$ cat src/rtl/calc_pkg.sv
// Shared definitions for the hex-adder entry sequencer: state codes, digit
// widths and the operand adder.
package calc_pkg;

  localparam int DIGIT_W = 4;
  localparam int RES_W   = DIGIT_W + 1;
  localparam int STATE_W = 3;

  localparam logic [STATE_W-1:0] S_IDLE    = 3'd0;
  localparam logic [STATE_W-1:0] S_ENTER_A = 3'd1;
  localparam logic [STATE_W-1:0] S_ENTER_B = 3'd2;
  localparam logic [STATE_W-1:0] S_ADD     = 3'd3;
  localparam logic [STATE_W-1:0] S_SHOW    = 3'd4;

  // Zero-extend both operands so the carry lands in the top result bit.
  function automatic logic [RES_W-1:0] add_operands(input logic [DIGIT_W-1:0] a,
                                                    input logic [DIGIT_W-1:0] b);
    return {1'b0, a} + {1'b0, b};
  endfunction

endpackage

$ cat src/rtl/calc_entry_sequencer_if.sv
// Button-pulse inputs and display/LED outputs of the entry sequencer.
interface calc_entry_sequencer_if;
  import calc_pkg::*;

  logic               i_Inc_Pulse;
  logic               i_Next_Pulse;
  logic               i_Clear_Pulse;
  logic [DIGIT_W-1:0] o_Disp_Hi;
  logic [DIGIT_W-1:0] o_Disp_Lo;
  logic               o_Blank_Hi;
  logic               o_Blank_Lo;
  logic               o_LED_A;
  logic               o_LED_B;
  logic               o_Res_Valid;
  logic               o_Overflow;
  logic [STATE_W-1:0] o_State;

  modport master (
    output i_Inc_Pulse, i_Next_Pulse, i_Clear_Pulse,
    input  o_Disp_Hi, o_Disp_Lo, o_Blank_Hi, o_Blank_Lo,
           o_LED_A, o_LED_B, o_Res_Valid, o_Overflow, o_State
  );

  modport slave (
    input  i_Inc_Pulse, i_Next_Pulse, i_Clear_Pulse,
    output o_Disp_Hi, o_Disp_Lo, o_Blank_Hi, o_Blank_Lo,
           o_LED_A, o_LED_B, o_Res_Valid, o_Overflow, o_State
  );

endinterface

$ cat src/rtl/blink_prescaler.sv
// Square-wave phase for the operand-entry LED; restarts in the ON phase so a
// freshly entered state always begins with its LED lit.
module blink_prescaler #(
  parameter int BLINK_DIV = 12500000
) (
  input  logic i_Clk,
  input  logic i_Rst_L,
  input  logic i_Restart,
  output logic o_Phase
);

  localparam int PW = $clog2(BLINK_DIV + 1);
  localparam logic [PW-1:0] LAST = PW'(BLINK_DIV - 1);

  logic [PW-1:0] count;
  logic          phase;

  always_ff @(posedge i_Clk or negedge i_Rst_L) begin
    if (!i_Rst_L) begin
      count <= '0;
      phase <= 1'b1;
    end else if (i_Restart) begin
      count <= '0;
      phase <= 1'b1;
    end else if (count == LAST) begin
      count <= '0;
      phase <= ~phase;
    end else begin
      count <= count + 1'b1;
    end
  end

  assign o_Phase = phase;

endmodule

$ cat src/rtl/calc_entry_sequencer.sv
// Operand-entry / add / show sequencer for the two-digit hex adder. State and
// operands form stage p0; every output is re-registered in stage p1.
module calc_entry_sequencer
  import calc_pkg::*;
#(
  parameter int BLINK_DIV   = 12500000,
  parameter int SHOW_CYCLES = 0
) (
  input  logic                  i_Clk,
  input  logic                  i_Rst_L,
  calc_entry_sequencer_if.slave bus
);

  logic inc, nxt, clr;
  assign inc = bus.i_Inc_Pulse;
  assign nxt = bus.i_Next_Pulse;
  assign clr = bus.i_Clear_Pulse;

  logic [STATE_W-1:0] state_p0, state_nxt;
  logic [DIGIT_W-1:0] cnt_p0, a_p0, b_p0;
  logic [RES_W-1:0]   r_p0;
  logic               blink_phase;
  logic               show_done;

  // ---- stage p0: state register ----
  always_ff @(posedge i_Clk or negedge i_Rst_L) begin
    if (!i_Rst_L) state_p0 <= S_IDLE;
    else          state_p0 <= state_nxt;
  end

  // Clear outranks Next, which outranks Inc; lower pulses are simply dropped.
  always_comb begin
    state_nxt = state_p0;
    if (clr) begin
      state_nxt = S_IDLE;
    end else begin
      case (state_p0)
        S_IDLE:    if (nxt || inc) state_nxt = S_ENTER_A;
        S_ENTER_A: if (nxt)        state_nxt = S_ENTER_B;
        S_ENTER_B: if (nxt)        state_nxt = S_ADD;
        S_ADD:                     state_nxt = S_SHOW;
        S_SHOW: begin
          if (nxt)            state_nxt = S_ENTER_A;
          else if (show_done) state_nxt = S_IDLE;
        end
        default:                   state_nxt = S_IDLE;
      endcase
    end
  end

  always_ff @(posedge i_Clk or negedge i_Rst_L) begin
    if (!i_Rst_L) begin
      cnt_p0 <= '0;
      a_p0   <= '0;
      b_p0   <= '0;
      r_p0   <= '0;
    end else if (clr) begin
      cnt_p0 <= '0;
      a_p0   <= '0;
      b_p0   <= '0;
      r_p0   <= '0;
    end else begin
      case (state_p0)
        S_IDLE: if (nxt || inc) cnt_p0 <= '0;
        S_ENTER_A: begin
          if (nxt) begin
            a_p0   <= cnt_p0;
            cnt_p0 <= '0;
          end else if (inc) begin
            cnt_p0 <= cnt_p0 + 1'b1;
          end
        end
        S_ENTER_B: begin
          if (nxt)      b_p0   <= cnt_p0;
          else if (inc) cnt_p0 <= cnt_p0 + 1'b1;
        end
        S_ADD:  r_p0 <= add_operands(a_p0, b_p0);
        S_SHOW: if (nxt) cnt_p0 <= '0;
        default: ;
      endcase
    end
  end

  blink_prescaler #(
    .BLINK_DIV(BLINK_DIV)
  ) u_blink (
    .i_Clk    (i_Clk),
    .i_Rst_L  (i_Rst_L),
    .i_Restart(state_nxt != state_p0),
    .o_Phase  (blink_phase)
  );

  generate
    if (SHOW_CYCLES != 0) begin : g_show_timeout
      localparam int SW = $clog2(SHOW_CYCLES + 1);
      localparam logic [SW-1:0] SHOW_LAST = SW'(SHOW_CYCLES - 1);
      logic [SW-1:0] show_cnt;

      always_ff @(posedge i_Clk or negedge i_Rst_L) begin
        if (!i_Rst_L)                show_cnt <= '0;
        else if (state_p0 == S_SHOW) show_cnt <= show_cnt + 1'b1;
        else                         show_cnt <= '0;
      end

      assign show_done = (state_p0 == S_SHOW) && (show_cnt == SHOW_LAST);
    end else begin : g_no_show_timeout
      assign show_done = 1'b0;
    end
  endgenerate

  logic [DIGIT_W-1:0] disp_hi_d, disp_lo_d;
  logic               blank_hi_d, blank_lo_d, led_a_d, led_b_d, res_vld_d, ovf_d;

  always_comb begin
    disp_hi_d  = '0;
    disp_lo_d  = '0;
    blank_hi_d = 1'b1;
    blank_lo_d = 1'b1;
    led_a_d    = 1'b0;
    led_b_d    = 1'b0;
    res_vld_d  = 1'b0;
    ovf_d      = 1'b0;
    case (state_p0)
      S_ENTER_A: begin
        disp_lo_d  = cnt_p0;
        blank_lo_d = 1'b0;
        led_a_d    = blink_phase;
      end
      S_ENTER_B: begin
        disp_lo_d  = cnt_p0;
        blank_lo_d = 1'b0;
        led_a_d    = 1'b1;
        led_b_d    = blink_phase;
      end
      S_ADD: begin
        led_a_d = 1'b1;
        led_b_d = 1'b1;
      end
      S_SHOW: begin
        disp_hi_d  = {{(DIGIT_W-1){1'b0}}, r_p0[RES_W-1]};
        disp_lo_d  = r_p0[DIGIT_W-1:0];
        blank_hi_d = 1'b0;
        blank_lo_d = 1'b0;
        led_a_d    = 1'b1;
        led_b_d    = 1'b1;
        res_vld_d  = 1'b1;
        ovf_d      = r_p0[RES_W-1];
      end
      default: ;
    endcase
  end

  // ---- stage p1: registered outputs ----
  logic [DIGIT_W-1:0] disp_hi_p1, disp_lo_p1;
  logic               blank_hi_p1, blank_lo_p1, led_a_p1, led_b_p1, res_vld_p1, ovf_p1;
  logic [STATE_W-1:0] state_p1;

  always_ff @(posedge i_Clk or negedge i_Rst_L) begin
    if (!i_Rst_L) begin
      disp_hi_p1  <= '0;
      disp_lo_p1  <= '0;
      blank_hi_p1 <= 1'b1;
      blank_lo_p1 <= 1'b1;
      led_a_p1    <= 1'b0;
      led_b_p1    <= 1'b0;
      res_vld_p1  <= 1'b0;
      ovf_p1      <= 1'b0;
      state_p1    <= S_IDLE;
    end else begin
      disp_hi_p1  <= disp_hi_d;
      disp_lo_p1  <= disp_lo_d;
      blank_hi_p1 <= blank_hi_d;
      blank_lo_p1 <= blank_lo_d;
      led_a_p1    <= led_a_d;
      led_b_p1    <= led_b_d;
      res_vld_p1  <= res_vld_d;
      ovf_p1      <= ovf_d;
      state_p1    <= state_p0;
    end
  end

  assign bus.o_Disp_Hi   = disp_hi_p1;
  assign bus.o_Disp_Lo   = disp_lo_p1;
  assign bus.o_Blank_Hi  = blank_hi_p1;
  assign bus.o_Blank_Lo  = blank_lo_p1;
  assign bus.o_LED_A     = led_a_p1;
  assign bus.o_LED_B     = led_b_p1;
  assign bus.o_Res_Valid = res_vld_p1;
  assign bus.o_Overflow  = ovf_p1;
  assign bus.o_State     = state_p1;

endmodule
$ cat src/flat_wrapper.sv
// flat-port wrapper written by rule: the top's interface ports become plain ports
module calc_entry_sequencer_flat import calc_pkg::*;
#(
  parameter int BLINK_DIV   = 12500000,
  parameter int SHOW_CYCLES = 0
)
  (i_Clk, i_Rst_L, bus_i_Inc_Pulse, bus_i_Next_Pulse, bus_i_Clear_Pulse, bus_o_Disp_Hi, bus_o_Disp_Lo, bus_o_Blank_Hi, bus_o_Blank_Lo, bus_o_LED_A, bus_o_LED_B, bus_o_Res_Valid, bus_o_Overflow, bus_o_State);
  calc_entry_sequencer_if bus_i ();
  input  logic i_Clk;
  input  logic i_Rst_L;
  input wire logic [$bits(bus_i.i_Inc_Pulse)-1:0] bus_i_Inc_Pulse;
  input wire logic [$bits(bus_i.i_Next_Pulse)-1:0] bus_i_Next_Pulse;
  input wire logic [$bits(bus_i.i_Clear_Pulse)-1:0] bus_i_Clear_Pulse;
  output wire logic [$bits(bus_i.o_Disp_Hi)-1:0] bus_o_Disp_Hi;
  output wire logic [$bits(bus_i.o_Disp_Lo)-1:0] bus_o_Disp_Lo;
  output wire logic [$bits(bus_i.o_Blank_Hi)-1:0] bus_o_Blank_Hi;
  output wire logic [$bits(bus_i.o_Blank_Lo)-1:0] bus_o_Blank_Lo;
  output wire logic [$bits(bus_i.o_LED_A)-1:0] bus_o_LED_A;
  output wire logic [$bits(bus_i.o_LED_B)-1:0] bus_o_LED_B;
  output wire logic [$bits(bus_i.o_Res_Valid)-1:0] bus_o_Res_Valid;
  output wire logic [$bits(bus_i.o_Overflow)-1:0] bus_o_Overflow;
  output wire logic [$bits(bus_i.o_State)-1:0] bus_o_State;
  assign bus_i.i_Inc_Pulse = bus_i_Inc_Pulse;
  assign bus_i.i_Next_Pulse = bus_i_Next_Pulse;
  assign bus_i.i_Clear_Pulse = bus_i_Clear_Pulse;
  assign bus_o_Disp_Hi = bus_i.o_Disp_Hi;
  assign bus_o_Disp_Lo = bus_i.o_Disp_Lo;
  assign bus_o_Blank_Hi = bus_i.o_Blank_Hi;
  assign bus_o_Blank_Lo = bus_i.o_Blank_Lo;
  assign bus_o_LED_A = bus_i.o_LED_A;
  assign bus_o_LED_B = bus_i.o_LED_B;
  assign bus_o_Res_Valid = bus_i.o_Res_Valid;
  assign bus_o_Overflow = bus_i.o_Overflow;
  assign bus_o_State = bus_i.o_State;
  calc_entry_sequencer #(.BLINK_DIV(BLINK_DIV), .SHOW_CYCLES(SHOW_CYCLES)) u_core (.i_Clk(i_Clk), .i_Rst_L(i_Rst_L), .bus(bus_i));
endmodule
$ cat config.mk
export PLATFORM = sky130hd
export DESIGN_NAME = calc_entry_sequencer_flat
export DESIGN_NICKNAME = d
export VERILOG_FILES = /design/src/rtl/calc_pkg.sv /design/src/rtl/calc_entry_sequencer_if.sv /design/src/rtl/blink_prescaler.sv /design/src/rtl/calc_entry_sequencer.sv /design/src/flat_wrapper.sv
export SDC_FILE = /design/constraint.sdc
export NUM_CORES = 1
export LEC_CHECK = 0
export BUFFER_PORTS_ARGS = -buffer_cell sky130_fd_sc_hd__buf_2
export CORE_UTILIZATION = 55
export DETAILED_ROUTE_END_ITERATION = 7
export PLACE_DENSITY = 0.74
export SKIP_LAST_GASP = 1
export SLEW_MARGIN = 30
export SYNTH_ARGS = -nofsm -noshare
export SYNTH_HDL_FRONTEND = slang
export SYNTH_SLANG_ARGS = --single-unit
$ cat constraint.sdc
create_clock -name i_Clk -period 2.8 [get_ports i_Clk]
set_input_delay 0.28 -clock i_Clk [delete_from_list [all_inputs] [get_ports i_Clk]]
set_output_delay 0.28 -clock i_Clk [all_outputs]
set_load 0.02 [all_outputs]
==> impl_metrics.toml, run 1 <==
[routing]
drc = 0
final_antenna_net_count = 0
routed_via_density = 5.97
routed-via-count = 2369
first_iter_violations = 174
first_pass_iters = 4
routedWlPerCell_um = 14.8
wirelength_um = 5870

[cts]
clock-root-buffer = "clkbuf_8"
cts_resized = 0
clock_sinks = 58
numCtsBuffers = 9
insertion_delay_ps = 330
cts_setup_buffers = 0
cts_tree = "yes"
cts_buffer_depth = 2
clkSlewWorstSetupHoldPaths_ps = 60
cts_max_level = 3

[logic_synthesis]
ys_types = 45
ys_seq_elements = 58
syn_area_per_cell_um2 = 9.86
ys_seq_area_share_pct = 48.4
netlist_instances = 305
synth_edf_count = 0
yosysWarningCount = 0
synthFlopType = "dfrtp_1"
synth_area_um2 = 3010
async_flop_share_pct = 100

[critical_path]
worst_setup_path_end_kind = "flop"
critPathBufInv = 0
reg2reg_depth = 5
worst_ep_required_time_ps = 3040
crit_family = "simple AND/OR/NAND/NOR gates"
cp.arrival_ps = 2270
critPathLaunchType = "flop"
r2r_slack_ps = 770
path_class = "reg2reg"
critPathMaxStageDelay_ps = 590
critPathSlowestCell = "or4_4"
critPathMaxFanout = 6
timing.rr.start = "u_core.u_blink.count[0]$_DFF_PN0_"
worstReg2RegEnd = "u_core.u_blink.count[22]$_DFF_PN0_"
crit_chain = "ha_1 > nand4_1 > or4_4 > or3_1 > a211oi_2"

[grt]
grt_pass1_wl_um = 10400
grt_util_all_layers_pct = 23.0
grt_pass1_vias = 2242
antenna_found_initial = 0
overflow = 0
grt_max_degree = 24

[layout]
nets = 337
syn_to_final_growth_pct = 10.5
final_cells = 397
final_cell_mix = "55 x dfrtp_1, 20 x nor3_1, 19 x o21ai_0"
diodes = 0
drive_above_1_share_pct = 15.3
final_common_cell = "dfrtp_1"

[floorplan]
core_um2 = 5170
fp.dieW_um = 76.0
die_h_um = 76.0
io_pins = 22
num_rows = 26
dieArea_um2 = 5770
initial_utilization_pct = 58.2

[placed_design]
io_buffers = 18
place.detailed.instances = 383
place_congestion = 0.824
hpwlAfterDp_um = 4140

[sta]
drv_slew = 0
rsz0062_at_grt = "false"
finalHoldViolCount = 0
max_clock_freq_ghz = 0.492
period_share_pct = 72.6
worst-slew-pin-transition_ps = 727
fin_crit_ps = 2030
slew_headroom_pct = 51.2
setup_viol = 0
clock_skew_ps = 8.95
hold_slack_ps = 288
tns_ps = 0

[power]
static-leakage-power_nw = 1.43
internal_power_mw = 1.28
switchingPower_mw = 0.427
p_comb_share_pct = 10.1
power_mw = 1.70
swShare_pct = 25.1
vdd_drop_max_uv = 392
p_seq_share_pct = 52.0
pwr-share-clk_pct = 37.9
power_density_nw_per_um2 = 512

[min_path]
hold_class = "in2reg"
hold_path.startpoint = "bus_i_Inc_Pulse"
hold_depth = 3
holdPathEnd = "u_core.cnt_p0[1]$_DFFE_PN0P_"

[outcome]
status = "complete, no violations"

[flow_run]
max_cap_violations = 0
==> power by group through the flow <==
stage / Sequential (mW) / Combinational, mW / Clock [mW]
after floorplan: 0.906 / 0.104 / 0
after global placement: 0.899 / 0.167 / 0
after detailed placement: 0.900 / 0.171 / 0
after CTS: 0.885 / 0.173 / 0.658
after global routing: 0.890 / 0.192 / 0.700
final: 0.885 / 0.172 / 0.645
==> worst min-delay path, stage by stage <==
cell,delay [ps]
buf_2,140
o2111ai_1,80
a21oi_1,60
==> stage by stage <==
step	setup slack (ps)	utilization (%)	area, µm²
2_1_floorplan	912	-	3020
3_3_place_gp	838	61.0	3160
3_5_place_dp	782	61.0	3160
4_1_cts	769	64.3	3320
5_1_grt	646	64.3	3320
6_report	767	64.3	3320
==> registers in the layout, indices dropped and copies added, names as in the netlist <==
| signal | flops |
|---|---|
| u_core.u_blink.o_Phase | 1 |
| u_core.b_p0 | 4 |
| u_core.bus.o_State | 3 |
| u_core.bus.o_Blank_Lo | 1 |
| u_core.cnt_p0 | 4 |
| u_core.r_p0 | 5 |
| u_core.bus.o_Disp_Lo | 4 |
| u_core.bus.o_Disp_Hi | 1 |
| u_core.state_p0 | 3 |
| u_core.a_p0 | 4 |
| u_core.bus.o_LED_B | 1 |
| u_core.bus.o_Res_Valid | 1 |
| u_core.bus.o_LED_A | 1 |
| u_core.bus.o_Blank_Hi | 1 |
| u_core.u_blink.count | 24 |
==> layout make-up <==
cell class | count | area (µm²)
Fill cell | 419 | 1850
Sequential cell | 58 | 1460
Multi-Input combinational cell | 220 | 1430
Timing Repair Buffer | 27 | 160
Clock buffer | 13 | 159
Tap cell | 70 | 87.6
Inverter | 9 | 33.8
==> worst max-delay path by stage <==
| stage | startpoint | end | slack, ps | cells past startpoint |
|---|---|---|---|---|
| after CTS | u_core.u_blink.count[0]$_DFF_PN0_ | u_core.u_blink.count[22]$_DFF_PN0_ | 770 | 5 |
| final | u_core.u_blink.count[0]$_DFF_PN0_ | u_core.u_blink.count[22]$_DFF_PN0_ | 770 | 5 |
| after global placement | u_core.u_blink.count[0]$_DFF_PN0_ | u_core.u_blink.count[20]$_DFF_PN0_ | 840 | 5 |
| after detailed placement | u_core.u_blink.count[0]$_DFF_PN0_ | u_core.u_blink.count[22]$_DFF_PN0_ | 780 | 5 |
| after global routing | u_core.u_blink.count[0]$_DFF_PN0_ | u_core.u_blink.count[22]$_DFF_PN0_ | 650 | 5 |
| after floorplan | u_core.u_blink.count[0]$_DFF_PN0_ | u_core.u_blink.count[22]$_DFF_PN0_ | 910 | 5 |
==> cell families after synthesis <==
| logic type | count (synthesis) | synth area share, % |
|---|---|---|
| adders and majority gates | 7 | 3.16 |
| and+or+nand+nor | 123 | 23.0 |
| DFF | 58 | 48.4 |
| AOI/OAI and AO/OA | 63 | 13.6 |
| buffers and inverters | 29 | 4.37 |
| other | 1 | 0.125 |
| muxes | 10 | 3.33 |
| xor gates and xnor gates | 14 | 4.08 |
==> synthesized netlist by cell type, drive strengths merged (5+ instances only) <==
master  count  area (µm²)
dfrtp      55        1380
nor3       20         100
o21ai      19        95.1
nand2      18        67.6
nor2       18        67.6
nand3      16        80.1
a21oi      14        70.1
a211oi     12         105
buf        10        60.1
clkbuf     10        37.5
mux2i      10         100
inv         9        33.8
or3         8        55.1
xnor2       7        61.3
xor2        7        61.3
ha          6        75.1
nand4       6        52.6
nor4        6        37.5
a22oi       5        37.5
or4         5        41.3
==> what timing repair did <==
action                                 in CTS  in global routing
endpoints found under the hold margin      16                  0
setup endpoints to repair                   0                  0
hold buffers                                1                  0
==> routing by layer <==
metal | routed length (µm) | GRT usage (%)
met1 | 2920 | 33.1
met2 | 2600 | 33.7
met5 | 0 | 0
met4 | 100 | 10.6
met3 | 258 | 4.46
No activity file was read; power rests on OpenSTA's default activity.
==> inputs of run 2 (changes only) <==
- clock period: 2.8 -> 2.1 ns (I/O delays scaled with it)
==> run 2 against run 1 <==
Clock power is 63% higher. Clock-buffer cell count grew 1. Global-route usage rose by 0.13 points. Combinational power rose by 34%. Sequential cell count unchanged. Largest cell class unchanged. Largest power group unchanged.
==> impl_metrics.toml, run 2 (same netlist as run 1, synthesis figures left out) <==
[placed_design]
hpwlAfterDp_um = 4070
dpl_cell_area_um2 = 3190
place_congestion = 0.785
io_buffers = 18

[layout]
final_common_cell = "dfrtp_1"
top_regs = "u_core.u_blink.count x24, u_core.r_p0 x5"
nets = 340
diodes = 0
final_cell_mix = "55 x dfrtp_1, 20 x nor3_1, 19 x o21ai_0"
drive_above_1_share_pct = 17.1
regMostFlops = "u_core.u_blink.count"
syn_to_final_growth_pct = 12.8
final_area_um2 = 3390
largest_reg_flops = 24

[floorplan]
die_h_um = 76.0
num_rows = 26
dieArea_um2 = 5770
core_um2 = 5170
initial_utilization_pct = 58.2
io_pins = 22
fp.dieW_um = 76.0

[critical_path]
critPathLaunchType = "flop"
path_class = "reg2reg"
worst_setup_path_end_kind = "flop"
cp.arrival_ps = 2210
worst_ep_required_time_ps = 2350
critPathMaxFanout = 6

[sta]
rsz0062_at_grt = "false"
drv_slew = 0
setup_viol = 0
max_clock_freq_ghz = 0.511
fin_crit_ps = 1960
tns_ps = 0
worst-slew-pin-transition_ps = 691
clock_skew_ps = 9.61
slew_headroom_pct = 53.9
period_share_pct = 93.2
finalHoldViolCount = 0

[flow_run]
max_cap_violations = 0

[routing]
wirelength_um = 6030
final_antenna_net_count = 0
first_iter_violations = 211
drc = 0
routedWlPerCell_um = 15.0
first_pass_iters = 4
routed-via-count = 2345
routed_via_density = 5.82

[grt]
grt_max_degree = 59
grt_pass1_vias = 2301
grt_pass1_wl_um = 10500
antenna_found_initial = 0
overflow = 0
grt_util_all_layers_pct = 23.2

[cts]
clkSlewWorstSetupHoldPaths_ps = 70
cts_setup_buffers = 0
cts_buffer_depth = 2
cts_resized = 0
clock-root-buffer = "clkbuf_8"
cts_max_level = 3
cts_tree = "yes"
numCtsBuffers = 9
insertion_delay_ps = 330
clock_sinks = 58
ctsHoldBuffers = 0

[outcome]
status = "complete, no violations"

[min_path]
hold_class = "in2async"

[power]
vdd_drop_max_uv = 399
power_density_nw_per_um2 = 724
static-leakage-power_nw = 1.47
[run 2: changes by cell type in the layout (fill, tap and decap cells not counted)]
cell | previous run | this run
buf_4 | 8 | 12
bufinv_16 | 0 | 1
clkbuf_8 | 11 | 12
clkinv_2 | 0 | 1
dlygate4sd3_1 | 1 | 0
[run 2: worst max-delay path, stage by stage, from the launching register on]
cell and delay [ps]:
dfrtp_1 380, ha_1 230, nand4_1 140, or4_4 570, or3_1 350, a211oi_2 220
[run 2: cell type report]
cell class | instances | area (µm²)
clock buffer | 14 | 173
clock inverter | 2 | 35.0
fill | 426 | 1780
inverter | 9 | 33.8
multi-input combinational | 220 | 1430
sequential | 58 | 1460
tap | 70 | 87.6
timing repair buffer | 30 | 180
[run 2: path summary, 6_finish.rpt]
| path | depth (start not counted) | startpoint | slack (ps) | end |
|---|---|---|---|---|
| setup / recovery | 5 | u_core.u_blink.count[0]$_DFF_PN0_ | 140 | u_core.u_blink.count[20]$_DFF_PN0_ |
| hold / removal | 2 | i_Rst_L | 10 | u_core.u_blink.count[17]$_DFF_PN0_ |
| setup reg to reg | 5 | u_core.u_blink.count[0]$_DFF_PN0_ | 140 | u_core.u_blink.count[20]$_DFF_PN0_ |
| hold reg to reg | 1 | u_core.u_blink.count[0]$_DFF_PN0_ | 490 | u_core.u_blink.count[0]$_DFF_PN0_ |
| max in group asynchronous | 2 | i_Rst_L | 1630 | u_core.b_p0[3]$_DFFE_PN0P_ |
| min in group i_Clk | 3 | bus_i_Inc_Pulse | 220 | u_core.cnt_p0[1]$_DFFE_PN0P_ |
[run 2: metal layers]
layer,GRT usage (%),wire (µm)
met1,32.3,3030
met2,34.0,2630
met3,5.30,268
met4,11.5,101
met5,0,0
[run 2: stage by stage]
stage	setup slack [ps]	std cells	util [%]	hold WS [ps]	total power [mW]
after global routing	37.7	403	65.6	84.2	2.57
after floorplan	212	307	-	-85.6	1.35
after detailed placement	126	387	61.6	387	1.43
final	142	403	65.6	12.6	2.46
after CTS	131	403	65.6	35.8	2.48
after global placement	194	387	61.6	386	1.42
[run 2: where the power goes]
| part | internal (mW) | switching, mW | leakage [nW] |
|---|---|---|---|
| Sequential | 1.15 | 0.0286 | 0.791 |
| Clock | 0.644 | 0.404 | 0.107 |
| Combinational | 0.0747 | 0.155 | 0.573 |
==> inputs of run 3 (changes only) <==
- MAX_ROUTING_LAYER: not set -> met4
==> run 3 against run 2 <==
Wire length is 0.88% higher. Via count shrank 0.30%. Design area unchanged. Total power about the same. Worst hold slack hardly changed.
==> impl_metrics.toml, run 3 (same netlist as run 1, synthesis figures left out) <==
[cts]
cts_setup_buffers = 0
cts_buffer_depth = 2
clkSlewWorstSetupHoldPaths_ps = 70
ctsHoldBuffers = 0
cts_tree = "yes"
clock_sinks = 58
clock-root-buffer = "clkbuf_8"
insertion_delay_ps = 330
numCtsBuffers = 9
cts_resized = 0
cts_max_level = 3

[critical_path]
crit_cells = 5
reg2reg_depth = 5
critPathBufInv = 0
critPathMaxStageDelay_ps = 580
worst_setup_path_end_kind = "flop"
crit_family = "simple AND/OR/NAND/NOR gates"
critPathMaxFanout = 6
path_class = "reg2reg"
crit_chain = "ha_1 > nand4_1 > or4_4 > or3_1 > a211oi_2"
critPathLaunchType = "flop"
worst_ep_required_time_ps = 2350
cp.arrival_ps = 2210
critPathSlowestCell = "or4_4"

[routing]
routed-via-count = 2338
first_iter_violations = 159
wirelength_um = 6080
routedWlPerCell_um = 15.1
drc = 0
routed_via_density = 5.80
final_antenna_net_count = 0
first_pass_iters = 4

[power]
static-leakage-power_nw = 1.47
vdd_drop_max_uv = 399
power_density_nw_per_um2 = 724

[grt]
grt_util_all_layers_pct = 23.9
gr-max-usage-layer = "met2"
antenna_found_initial = 0
grt_max_degree = 59
met3_usage_pct = 5.30
use_met2_pct = 33.8
overflow = 0
grt_pass1_vias = 2300
met1_usage_pct = 32.5
grt_pass1_wl_um = 10500

[floorplan]
core_um2 = 5170
dieArea_um2 = 5770
die_h_um = 76.0
num_rows = 26
fp.dieW_um = 76.0
io_pins = 22
initial_utilization_pct = 58.2

[layout]
final_common_cell = "dfrtp_1"
top_regs = "u_core.u_blink.count x24, u_core.r_p0 x5"
nets = 340
final_cells = 403
drive_above_1_share_pct = 17.1
final_area_um2 = 3390
largest_reg_flops = 24
diodes = 0
syn_to_final_growth_pct = 12.8
regMostFlops = "u_core.u_blink.count"
final_cell_mix = "55 x dfrtp_1, 20 x nor3_1, 19 x o21ai_0"

[sta]
max_clock_freq_ghz = 0.510
hold_slack_ps = 12.3
fin_crit_ps = 1960
period_share_pct = 93.3
tns_ps = 0
slew_headroom_pct = 54.0
finalHoldViolCount = 0
setup_viol = 0
rsz0062_at_grt = "false"
drv_slew = 0
worst-slew-pin-transition_ps = 690
clock_skew_ps = 9.48

[outcome]
status = "complete, no violations"

[placed_design]
io_buffers = 18
dpl_cell_area_um2 = 3190
place.detailed.instances = 387
place_congestion = 0.796
hpwlAfterDp_um = 4070

[min_path]
hold_class = "in2async"

[flow_run]
max_cap_violations = 0
-- run 3: cell counts in the layout (fill, tap and decap cells not counted) --
No cell type changed its count.
-- run 3: power by group --
part,total (mW),leakage (nW),switching [mW],internal (mW)
Sequential,1.18,0.791,0.0289,1.15
Combinational,0.230,0.573,0.155,0.0747
Clock,1.05,0.107,0.403,0.644
-- run 3: stage by stage --
step | util, % | setup slack (ps) | power [mW]
final | 65.6 | 140 | 2.46
after global routing | 65.6 | 37.7 | 2.57
after CTS | 65.6 | 131 | 2.48
after global placement | 61.6 | 194 | 1.42
after detailed placement | 61.6 | 126 | 1.43
after floorplan | - | 212 | 1.35
-- run 3: final timing paths --
path	start	to	slack [ps]
max	u_core.u_blink.count[0]$_DFF_PN0_	u_core.u_blink.count[20]$_DFF_PN0_	140
min	i_Rst_L	u_core.u_blink.count[17]$_DFF_PN0_	10
max reg2reg	u_core.u_blink.count[0]$_DFF_PN0_	u_core.u_blink.count[20]$_DFF_PN0_	140
min reg2reg	u_core.u_blink.count[0]$_DFF_PN0_	u_core.u_blink.count[0]$_DFF_PN0_	490
max in group asynchronous	i_Rst_L	u_core.u_blink.count[11]$_DFF_PN0_	1620
min in group i_Clk	bus_i_Inc_Pulse	u_core.cnt_p0[1]$_DFFE_PN0P_	220
-- run 3: layout make-up --
| type | count | area [µm²] |
|---|---|---|
| fillers | 426 | 1780 |
| well taps | 70 | 87.6 |
| inverters | 9 | 33.8 |
| multi-input cells | 220 | 1430 |
| clock inverters | 2 | 35.0 |
| repair buffers | 30 | 180 |
| clock buffers | 14 | 173 |
| flip-flops and latches | 58 | 1460 |
-- run 3: per-layer routing --
metal	part of all wire [%]	vias to the layer above
li1	-	1152
met1	50	1127
met2	44	53
met3	4.7	6
met4	1.1	0
met5	0	-
